[config.mk]
export PLATFORM = sky130hd
export DESIGN_NAME = spy_path_prober
export DESIGN_NICKNAME = d
export VERILOG_FILES = /design/src/rtl/spy_path_prober.sv
export SDC_FILE = /design/constraint.sdc
export NUM_CORES = 1
export LEC_CHECK = 0
export CAP_MARGIN = 0
export CORE_ASPECT_RATIO = 0.75
export CORE_UTILIZATION = 44
export DETAILED_ROUTE_END_ITERATION = 12
export GPL_TIMING_DRIVEN = 1
export PLACE_DENSITY_LB_ADDON = 0.3
export RECOVER_POWER = 100
export SYNTH_ARGS = -nofsm -noshare
export SYNTH_HDL_FRONTEND = slang
export SYNTH_SLANG_ARGS = --single-unit
[constraint.sdc]
create_clock -name clk -period 6.4 [get_ports clk]
set_input_delay 0.64 -clock clk [delete_from_list [all_inputs] [get_ports clk]]
set_output_delay 0.64 -clock clk [all_outputs]
set_load 0.01 [all_outputs]
[src/rtl/spy_path_prober.sv]
// spy_path_prober: launches alternating edges into a delay-chain path,
// synchronises the chain output and measures the per-trial latency in clock
// cycles. Reports last/min/max latency and a saturating latency sum.
// SYNC_STAGES must be at least 2.
module spy_path_prober #(
   parameter int CNT_W         = 16,
   parameter int TRIAL_W       = 8,
   parameter int SUM_W         = 24,
   parameter int SYNC_STAGES   = 2,
   parameter int TIMEOUT       = 1000,
   parameter int CHAIN_INVERTS = 0
) (
   input  logic               clk,
   input  logic               rst,
   input  logic               start,
   input  logic [TRIAL_W-1:0] trials,
   output logic               path_in,
   input  logic               path_out,
   output logic               busy,
   output logic               done,
   output logic               timeout_err,
   output logic [TRIAL_W-1:0] trials_done,
   output logic [CNT_W-1:0]   last_cnt,
   output logic [CNT_W-1:0]   min_cnt,
   output logic [CNT_W-1:0]   max_cnt,
   output logic [SUM_W-1:0]   sum_cnt
);

   typedef enum logic [2:0] {
      S_IDLE    = 3'd0,
      S_SETTLE  = 3'd1,
      S_LAUNCH  = 3'd2,
      S_MEASURE = 3'd3,
      S_RECORD  = 3'd4,
      S_ABORT   = 3'd5,
      S_DONE    = 3'd6
   } state_t;

   localparam logic [CNT_W-1:0] C_TIMEOUT = CNT_W'(TIMEOUT);
   localparam logic             C_INV     = (CHAIN_INVERTS != 0);

   state_t r_state;
   state_t w_state_next;

   logic                   r_path_in;
   logic [SYNC_STAGES-1:0] r_sync;
   logic [CNT_W-1:0]       r_cnt;
   logic [TRIAL_W-1:0]     r_trials_lat;
   logic [TRIAL_W-1:0]     r_trials_done;
   logic [CNT_W-1:0]       r_last;
   logic [CNT_W-1:0]       r_min;
   logic [CNT_W-1:0]       r_max;
   logic [SUM_W-1:0]       r_sum;
   logic                   r_timeout_err;

   logic                   w_exp;
   logic                   w_sync_q;
   logic                   w_match;
   logic                   w_timer_hit;
   logic                   w_cnt_sat;
   logic [TRIAL_W-1:0]     w_trials_eff;
   logic [TRIAL_W-1:0]     w_trials_inc;
   logic                   w_last_trial;
   logic [SUM_W:0]         w_sum_ext;

   // The chain output is expected to settle at the driven level, optionally inverted.
   assign w_exp        = r_path_in ^ C_INV;
   assign w_sync_q     = r_sync[SYNC_STAGES-1];
   assign w_match      = (w_sync_q == w_exp);
   assign w_timer_hit  = (r_cnt >= C_TIMEOUT);
   assign w_cnt_sat    = &r_cnt;
   assign w_trials_eff = (trials == '0) ? TRIAL_W'(1) : trials;
   assign w_trials_inc = r_trials_done + TRIAL_W'(1);
   assign w_last_trial = (w_trials_inc == r_trials_lat);
   // One extra bit catches overflow of the running sum.
   assign w_sum_ext    = {1'b0, r_sum} + (SUM_W+1)'(r_cnt);

   assign path_in     = r_path_in;
   assign timeout_err = r_timeout_err;
   assign trials_done = r_trials_done;
   assign last_cnt    = r_last;
   assign min_cnt     = r_min;
   assign max_cnt     = r_max;
   assign sum_cnt     = r_sum;

   // Synchroniser shift register for the asynchronous chain output.
   always_ff @(posedge clk or posedge rst) begin
      if (rst) begin
         r_sync <= '0;
      end else begin
         r_sync <= {r_sync[SYNC_STAGES-2:0], path_out};
      end
   end

   // State register.
   always_ff @(posedge clk or posedge rst) begin
      if (rst) begin
         r_state <= S_IDLE;
      end else begin
         r_state <= w_state_next;
      end
   end

   // Next-state logic; a match always wins over a simultaneous timeout.
   always_comb begin
      w_state_next = r_state;
      case (r_state)
         S_IDLE: begin
            if (start) begin
               w_state_next = S_SETTLE;
            end
         end
         S_SETTLE: begin
            if (w_match) begin
               w_state_next = S_LAUNCH;
            end else if (w_timer_hit) begin
               w_state_next = S_ABORT;
            end
         end
         S_LAUNCH: begin
            w_state_next = S_MEASURE;
         end
         S_MEASURE: begin
            if (w_match) begin
               w_state_next = S_RECORD;
            end else if (w_timer_hit) begin
               w_state_next = S_ABORT;
            end
         end
         S_RECORD: begin
            w_state_next = w_last_trial ? S_DONE : S_SETTLE;
         end
         S_ABORT: begin
            w_state_next = S_DONE;
         end
         S_DONE: begin
            // start seen here is dropped; it is accepted again from IDLE
            w_state_next = S_IDLE;
         end
         default: begin
            w_state_next = S_IDLE;
         end
      endcase
   end

   // Status outputs decoded from the current state.
   always_comb begin
      busy = 1'b0;
      done = 1'b0;
      case (r_state)
         S_SETTLE, S_LAUNCH, S_MEASURE, S_RECORD, S_ABORT: busy = 1'b1;
         S_DONE:                                            done = 1'b1;
         default: ;
      endcase
   end

   // Datapath: shared timer, chain drive and result accumulation.
   always_ff @(posedge clk or posedge rst) begin
      if (rst) begin
         r_path_in     <= 1'b0;
         r_cnt         <= '0;
         r_trials_lat  <= '0;
         r_trials_done <= '0;
         r_last        <= '0;
         r_min         <= '1;
         r_max         <= '0;
         r_sum         <= '0;
         r_timeout_err <= 1'b0;
      end else begin
         case (r_state)
            S_IDLE: begin
               if (start) begin
                  r_trials_lat  <= w_trials_eff;
                  r_trials_done <= '0;
                  r_last        <= '0;
                  r_min         <= '1;
                  r_max         <= '0;
                  r_sum         <= '0;
                  r_timeout_err <= 1'b0;
                  r_cnt         <= '0;
               end
            end
            S_SETTLE, S_MEASURE: begin
               // Hold the count on the matching cycle so RECORD sees the latency.
               if (!w_match && !w_timer_hit && !w_cnt_sat) begin
                  r_cnt <= r_cnt + CNT_W'(1);
               end
            end
            S_LAUNCH: begin
               // Polarity alternates between trials; path_in is never re-zeroed.
               r_path_in <= ~r_path_in;
               r_cnt     <= '0;
            end
            S_RECORD: begin
               r_last        <= r_cnt;
               r_min         <= (r_cnt < r_min) ? r_cnt : r_min;
               r_max         <= (r_cnt > r_max) ? r_cnt : r_max;
               r_sum         <= w_sum_ext[SUM_W] ? '1 : w_sum_ext[SUM_W-1:0];
               r_trials_done <= w_trials_inc;
               r_cnt         <= '0;
            end
            S_ABORT: begin
               r_timeout_err <= 1'b1;
            end
            default: ;
         endcase
      end
   end

endmodule
## Word-level counts from Yosys, hierarchy flattened

Cells that the tools add are included.

| word-level totals | value |
|---|---|
| bits of input ports | 12 |
| word-level logic and storage cells | 75 |
| bits in registers | 111 |
| output and inout port bits | 84 |

| cells by class | value |
|---|---|
| reduce and logical (&&, ||, !) cells | 20 |
| magnitude comparators | 3 |
| $add $sub $neg | 3 |
| bitwise gates (word level) | 1 |
| multiplexer cells | 25 |
| eq/ne operators | 12 |

Operators with widths:

| operator | count |
|---|---|
| 16-bit one-hot mux with 2 select lines | 3 |
| 16-bit two-way mux | 5 |
| 24-bit two-way mux | 2 |
| 16-bit one-hot mux with 3 select lines | 1 |
| 24-bit one-hot mux with 2 select lines | 1 |
| 24-bit by 16-bit adder with 25-bit output | 1 |
| 3-bit one-hot mux with 6 select lines | 1 |
| 16-bit by 1-bit adder with 16-bit output, second input constant | 1 |
| 16-bit by 10-bit >= comparator with 1-bit output, second input constant | 1 |
| 16-bit greater-than comparator | 1 |
| 16-bit < comparator | 1 |
| 8-bit two-way mux | 2 |
| 8-bit one-hot mux with 2 select lines | 1 |
| 16-bit AND reduction | 1 |
| 3-bit two-way mux | 5 |
| 3-bit == test, second input constant | 3 |
| 3-bit AND reduction | 3 |
| 8-bit by 1-bit adder with 8-bit output, second input constant | 1 |
| 8-bit == test | 1 |
| 8-bit logical NOT | 1 |
| 2-bit != test, second input constant | 4 |
| 3-bit by 2-bit == test with 1-bit output, second input constant | 2 |
| 2-bit AND reduction | 3 |
| 5-bit OR reduction | 1 |
| other kinds (11) | 18 |

## Depth between registers and ports, before layout

| depth | value |
|---|---|
| word-level depth | 6 |
| gate-level depth with buffers | 10 |
| mapped depth without buffers | 9 |

## Least setup slack after synthesis

Ideal clock, no wire load.

| path | value |
|---|---|
| path type | register -> register |
| start | reg r_min[11] (netlist: min_cnt[11]) |
| end | reg r_min[10] (netlist: min_cnt[10]) |
| cell stages (with the launch flop) | 11 |
| path buffers | 1 |
| arrival time | 2.395 ns |
| required time | 6.325 ns |
| clock period less this slack | 2.470 ns |
| setup time | 0.075 ns |
| setup slack | 3.930 ns |
| path through | dfstp_2 inv_1 ha_1 a21oi_1 o21ai_0 a2111oi_0 o21ai_1 nor3b_1 o21ai_2 buf_6 mux2i_1 |

| on the way | value |
|---|---|
| longest elaborated chain between the ends | 3 |

RTL lines:

| what | line | text |
|---|---|---|
| start: declaration | 51 | `logic [CNT_W-1:0] r_min;` |
| start signal: assignment | 196 | `r_min <= (r_cnt < r_min) ? r_cnt : r_min;` |
| 16-bit < comparator | 196 |  |
| 2-bit != test (no line) | - |  |
| 3-bit AND reduction (no line) | - |  |

No other way between the ends.
A chain may end at the register's enable or synchronous reset.

## Worst setup path after layout

| path | value |
|---|---|
| start | reg r_state[2] |
| end | reg r_trials_done[2] (netlist: trials_done[2]) |

| on the way | value |
|---|---|
| longest elaborated chain between the ends | 3 |
| elaborated cells between the ends (all ways) | 6 |
| classes of those cells | eq/ne: 2; mux: 1; reduce/logical: 3 |

RTL lines:

| what | line | text |
|---|---|---|
| start: declaration | 42 | `state_t r_state;` |
| start signal: assignment | 100 | `r_state <= w_state_next;` |
| 3-bit == test or 3-bit logical NOT (tied branches) | 170 | `case (r_state)` |
| 2-bit nonzero test (no line) or 2-bit != test (tied branches) | - |  |
| 2-bit AND reduction (no line) | - |  |
| end signal: assignment | 199 | `r_trials_done <= w_trials_inc;` |
| end: declaration | 49 | `logic [TRIAL_W-1:0] r_trials_done;` |

Several ways; a longest one is shown, not always the timed one.

==> summary.txt <==
initial DRC count -> 503
drt via density -> 5.49
Power per Cell Area -> 365 mW/mm²
CP Capture Type -> register
Avg Cell Area, Syn -> 8.96 µm²
failing checks -> max-capacitance violations, max-slew violations
Port-buffer cells -> 95
Initial Util -> 0.450
grt ovf -> 0
HPWL after DPL -> 12200 µm
Yosys Warn Count -> 0
simple-gate share of the synthesized area -> 0.198
setup slack after layout -> 2.06 ns
clock slew at reported path FFs -> 0.08 ns
first-pass GRT wire length -> 27900 µm
HP Class -> reg -> reg
Finished Cell Area -> 0.00790 mm²
hold buffers post-CTS -> 0
Max Cap Violations -> 6
Synth Area in Compound Gates -> 0.128
FF-to-FF End -> trials_done[2]
Reg2Reg Depth -> 7
post-synthesis mux area share -> 0.0560
Pwr Total -> 2.88 mW
Post-CTS Repair Setup Buffers -> 0
P_leak -> 3.97 nW
Worst-Skew Late Latency -> 0.36 ns
Max Fclk -> 0.231 GHz
relative slew slack -> -0.862
Worst Hold Path Cells -> 0
largest net degree at the start of global routing -> 69
Worst Path Arrival -> 4.57 ns
HP Start -> r_sync[0]
Syn Nets -> 786
Placement Setup Slack -> 3.29 ns
FF+latch count, synth -> 111
row count -> 38
Max Buffers Root-to-Sink -> 2
WHS Endpoint -> r_sync[1]
clock root cell -> clkbuf_16
# DRC -> 0
max incr delay on CP -> 1.29 ns
CTS tree -> built
Ports -> 96
synth unique cells -> 58
crit-path cells -> inv_1 > nor3_1 > clkbuf_1 > nor2_2 > clkbuf_1 > o21ai_0 > o21ai_0
number of synthesized flops with an enable pin -> 0
# setup viols final -> 0
CTS sink cnt -> 111
ys async rst share -> 1.00
Final Max Slew Viols -> 236
post_cts resized -> 0
wire per inst -> 16.5 µm
via count -> 5582
launching point of the worst reg2reg path -> r_state[2]
VDD IR max -> 0.000209 V
CP required -> 6.64 ns
Hold Slack -> 0.352 ns
share of cells above drive strength 1 -> 0.0502
CP startpoint kind -> register
setup slack, reg-to-reg -> 2.06 ns
die width -> 142 µm
# diodes -> 0
Main synth FF type -> dfrtp_1
largest family of logic cells by synthesized area -> simple AND/OR/NAND/NOR gates
Post-Route Skew -> 0.00990 ns
Total Die Area -> 0.0152 mm²
Placed Cells -> 1000
period utilization -> 0.678
GRT Total Usage -> 0.236
Antenna Nets Post-Route -> 0
Final Hold Viols -> 0
Setup CP Type -> reg -> reg
non-filler cells in the finished layout -> 1016
CTS Buf Count -> 9
Tmin final -> 4.34 ns
Routed WL -> 16800 µm
DRT Pass-1 Iters -> 5
Setup TNS Final -> 0 ns
H-tree levels -> 3
initial antenna violation count -> 0
Synth Area in XOR/XNOR -> 0.0454
Die Span Y -> 107 µm
cell area after synthesis -> 0.00648 mm²
Routability Congestion -> 0.917
fin nets -> 874
Slowest-stage cell, CP -> clkbuf_1
number of global-route vias before repair -> 5441
Synth Instances -> 723
sequential-to-total area share from yosys stat -> 0.432
status -> finished with violations
core area -> 0.0144 mm²
area delta synth->final -> 21.8%
RSZ-0062 raised after global routing -> false
dpl cell area -> 0.00765 mm²
Critical Path Fanout Max -> 35
worst-margin pin slew -> 2.76 ns
synthesized-area fraction occupied by adder cells -> 0.0996
fin util -> 0.548
==> synthesized netlist by cell type (2+ instances only) <==
cell        n  area [µm²]
o211ai_1    3        22.5
inv_1      40         150
o21a_1      6        45.0
and3_1      9        56.3
and4_1      2        17.5
nor2_1     54         203
nand2_1   146         548
nor4_1      3        18.8
nor2b_1     3        18.8
a21oi_1    52         260
a211oi_1    7        52.6
or3_1       5        31.3
dfstp_2    16         420
ha_1       50         626
a31oi_1     4        25.0
buf_1       2        7.51
xor2_1     17         149
nand3_1    19        95.1
mux2i_1    34         340
clkbuf_1   21        78.8
o21ai_0    25         125
and2_1      5        31.3
buf_6       2        22.5
nand4b_1    2        17.5
a22o_1      2        17.5
nand4_1     9        56.3
o31a_1      2        17.5
nor3_1     20         100
o31ai_1     3        22.5
o21ai_1    19        95.1
nand2b_1    3        18.8
a21o_1      5        37.5
xnor2_1    14         123
dfrtp_1    95        2380
==> power breakdown <==
part / switching, mW / internal [mW] / leakage (nW)
Sequential: 0.203 / 0.909 / 1.46
Combinational: 0.664 / 0.524 / 2.36
Clock: 0.263 / 0.316 / 0.150
Total: 1.13 / 1.75 / 3.97
==> worst max-delay path, delay by kind of cell (launching register included) <==
family | cells | cell delay, ns
flops | 1 | 0.61
buf+inv | 3 | 2.17
compound gates | 2 | 0.46
simple gates | 2 | 0.94
==> cells by family after synthesis <==
logic type	count (synthesis)
and+or+nand+nor	287
AOI/OAI and AO/OA	139
DFF	111
buffers and inverters	67
adders and majority gates	51
muxes	36
xor gates and xnor gates	32
==> worst max-delay path by stage <==
stage	from	to	slack, ns	depth (start not counted)
after detailed placement	min_cnt[9]	min_cnt[0]	3.29	9
after global placement	min_cnt[11]	min_cnt[0]	3.44	9
after CTS	min_cnt[9]	min_cnt[0]	3.29	9
final	r_state[2]	trials_done[2]	2.06	7
after global routing	r_state[2]	trials_done[5]	1.68	7
after floorplan	rst	last_cnt[0]	2.86	1
==> state kept, by name (all words and copies together) (netlist names) <==
signal and count:
trials_done 8, r_state 3, sum_cnt 24, path_in 1
last_cnt 16, r_sync 2, r_trials_lat 8, r_cnt 16
min_cnt 16, max_cnt 16, timeout_err 1
==> routing by layer <==
layer,vias up,share of wire,global-route usage
met3,24,0.072,0.0505
met5,-,0,0
li1,2660,-,-
met4,0,0.019,0.0776
met2,207,0.44,0.349
met1,2691,0.46,0.341
==> layout make-up <==
type	count	area, µm²
Multi-Input combinational cell	545	3390
Tap cell	200	250
Timing Repair Buffer	103	997
Clock buffer	11	243
Fill cell	1295	6510
Sequential cell	111	2800
Inverter	41	155
Clock inverter	5	57.6
==> layout by cell type, fill, tap and decap left out, drive strengths merged, types with 4 or more instances in the layout <==
master         netlist  layout
nand2              146     146
dfstp               16      16
o21a                 6       6
and2                 6       6
dlygate4sd3          0      87
a21o                 5       5
o21ai               45      45
xnor2               14      14
nor2                54      54
a31oi                4       4
clkdlybuf4s50        0       8
ha                  50      50
buf                  5       4
nor3                21      21
clkbuf              21      15
nand3               20      20
a21oi               52      52
dfrtp               95      95
nand4                9       9
or3                  5       5
mux2i               34      34
xor2                17      17
and3                 9       9
inv                 41      41
a211oi               7       7
Power figures use the tool's default switching activity.
==> RTL change: new RTL, same settings <==
The 7 states of `state_t` get a one-hot encoding in 7 bits.
--- a/src/rtl/spy_path_prober.sv
+++ b/src/rtl/spy_path_prober.sv
@@ -27,12 +27,12 @@
 );
 
-   typedef enum logic [2:0] {
-      S_IDLE    = 3'd0,
-      S_SETTLE  = 3'd1,
-      S_LAUNCH  = 3'd2,
-      S_MEASURE = 3'd3,
-      S_RECORD  = 3'd4,
-      S_ABORT   = 3'd5,
-      S_DONE    = 3'd6
+   typedef enum logic [6:0] {
+      S_IDLE    = 7'b0000001,
+      S_SETTLE  = 7'b0000010,
+      S_LAUNCH  = 7'b0000100,
+      S_MEASURE = 7'b0001000,
+      S_RECORD  = 7'b0010000,
+      S_ABORT   = 7'b0100000,
+      S_DONE    = 7'b1000000
    } state_t;
 
Function: same outputs for any inputs over 10 cycles, from zero or initial values and one cycle with rst high; not proved beyond that.
==> RTL change against the original RTL <==
The run still ends with capacitance limit, slew limit left; worst setup slack better by 0.26 ns; sequential cell count up 4; design area increased by 4.7%; area after synthesis is 1.9% higher; wire length grew 8.3%; critical path type is now in -> reg; highest routed layer unchanged.
Power is not compared: it rests on default switching activity, and its combinational part moved more than twofold at a synthesized area within 25%.
==> RTL change: results (changes against the original RTL) <==
metric;value;unit;change
Fill cells;1276;;was 1,295
Pwr Total;0.00219;W;
first-pass GRT wire length;29.7;mm;was 27.9 mm
MaxCap Viol Count;1;;was 6
Nets;840;;was 874
FF-to-FF path depth;6;;was 7
1st-pass router iterations;6;;was 5
crit path max fanout;30;;was 35
non-filler instance count after layout;990;;was 1,016
post-synthesis compound-gate area fraction;20.8;%;was 12.8%
pins over their slew limit;67;;was 236
unique cell type count in the Yosys netlist;60;;was 58
DP Worst Slack;2.96;ns;was 3.29 ns
GP Congestion;0.887;;was 0.917
reg2reg start;r_state[5]$_DFFE_PP0P_;;was r_state[2]$_DFFE_PP0P_
initial drt markers;467;;was 503
Peak Freq;245;MHz;was 231 MHz
status;complete, but fails checks;;unchanged
clock latency on the worst-skew pair;0.42;ns;was 0.36 ns
hold slack;0.348;ns;was 0.352 ns
post-synthesis net count;754;;was 786
largest net degree at the start of global routing;67;;was 69
vias in the first global route;5599;;was 5,441
CP startpoint;start;;was r_state[2]$_DFFE_PP0P_
largest cells by area after synthesis;dfrtp_1 37%, ha_1 9.5%, dfstp_2 6.8%;;was dfrtp_1 37%, ha_1 9.7%, nand2_1 8.5%
antenna violations before repair;1;;was 0
slowest CP cell;a21oi_1;;was clkbuf_1
R2R setup slack;2.47;ns;was 2.06 ns
total wire length;18.2;mm;was 16.8 mm
Mapped Cells;691;;was 723
violated checks;capacitance limit, slew limit;;unchanged
clk slew on worst S/H paths;0.05;ns;was 0.08 ns
layout cells sized above 1;7.85;%;was 5.02%
hpwl dp;13.0;mm;was 12.2 mm
DP Area;7690;sq um;was 7650 sq um
mux cell area share after synthesis;0.152;%;was 5.60%
relative slew slack;-97.6;%;was -86.2%
htree depth;4;;was 3
Vias;5776;;was 5,582
CTS Buf Count;17;;was 9
fraction of the mapped netlist area in adder cells;9.77;%;was 9.96%
Cells after DPL;958;;was 1,000
==> RTL change: cell types whose count changed in the layout (fill, tap and decap cells not counted), sizes merged, moves of 5 or more <==
cell / before / now
nand2: 146 / 75
mux2i: 34 / 1
a22o: 2 / 31
nor2: 54 / 36
o22a: 0 / 17
a21oi: 52 / 38
a21o: 5 / 17
o21ai: 45 / 52
nor3: 21 / 15
nor4: 3 / 9
nand4: 9 / 14
==> RTL change: layer usage <==
layer	wire length (um)	vias to the layer above	part of all wire [%]	global-route usage, %
met5	0	-	0	0
met4	289	0	1.6	8.13
li1	-	2694	-	-
met2	8110	221	45	38.0
met3	1360	31	7.5	6.20
met1	8450	2830	46	35.9
==> RTL change: cell type report <==
type / count / area [sq um] / area share (%)
timing repair buffer: 99 / 977 / 11.8
multi-input combinational: 503 / 3380 / 40.9
inverter: 41 / 155 / 1.88
clock buffer: 18 / 429 / 5.19
clock inverter: 14 / 180 / 2.18
tap: 200 / 250 / 3.03
sequential: 115 / 2900 / 35.1
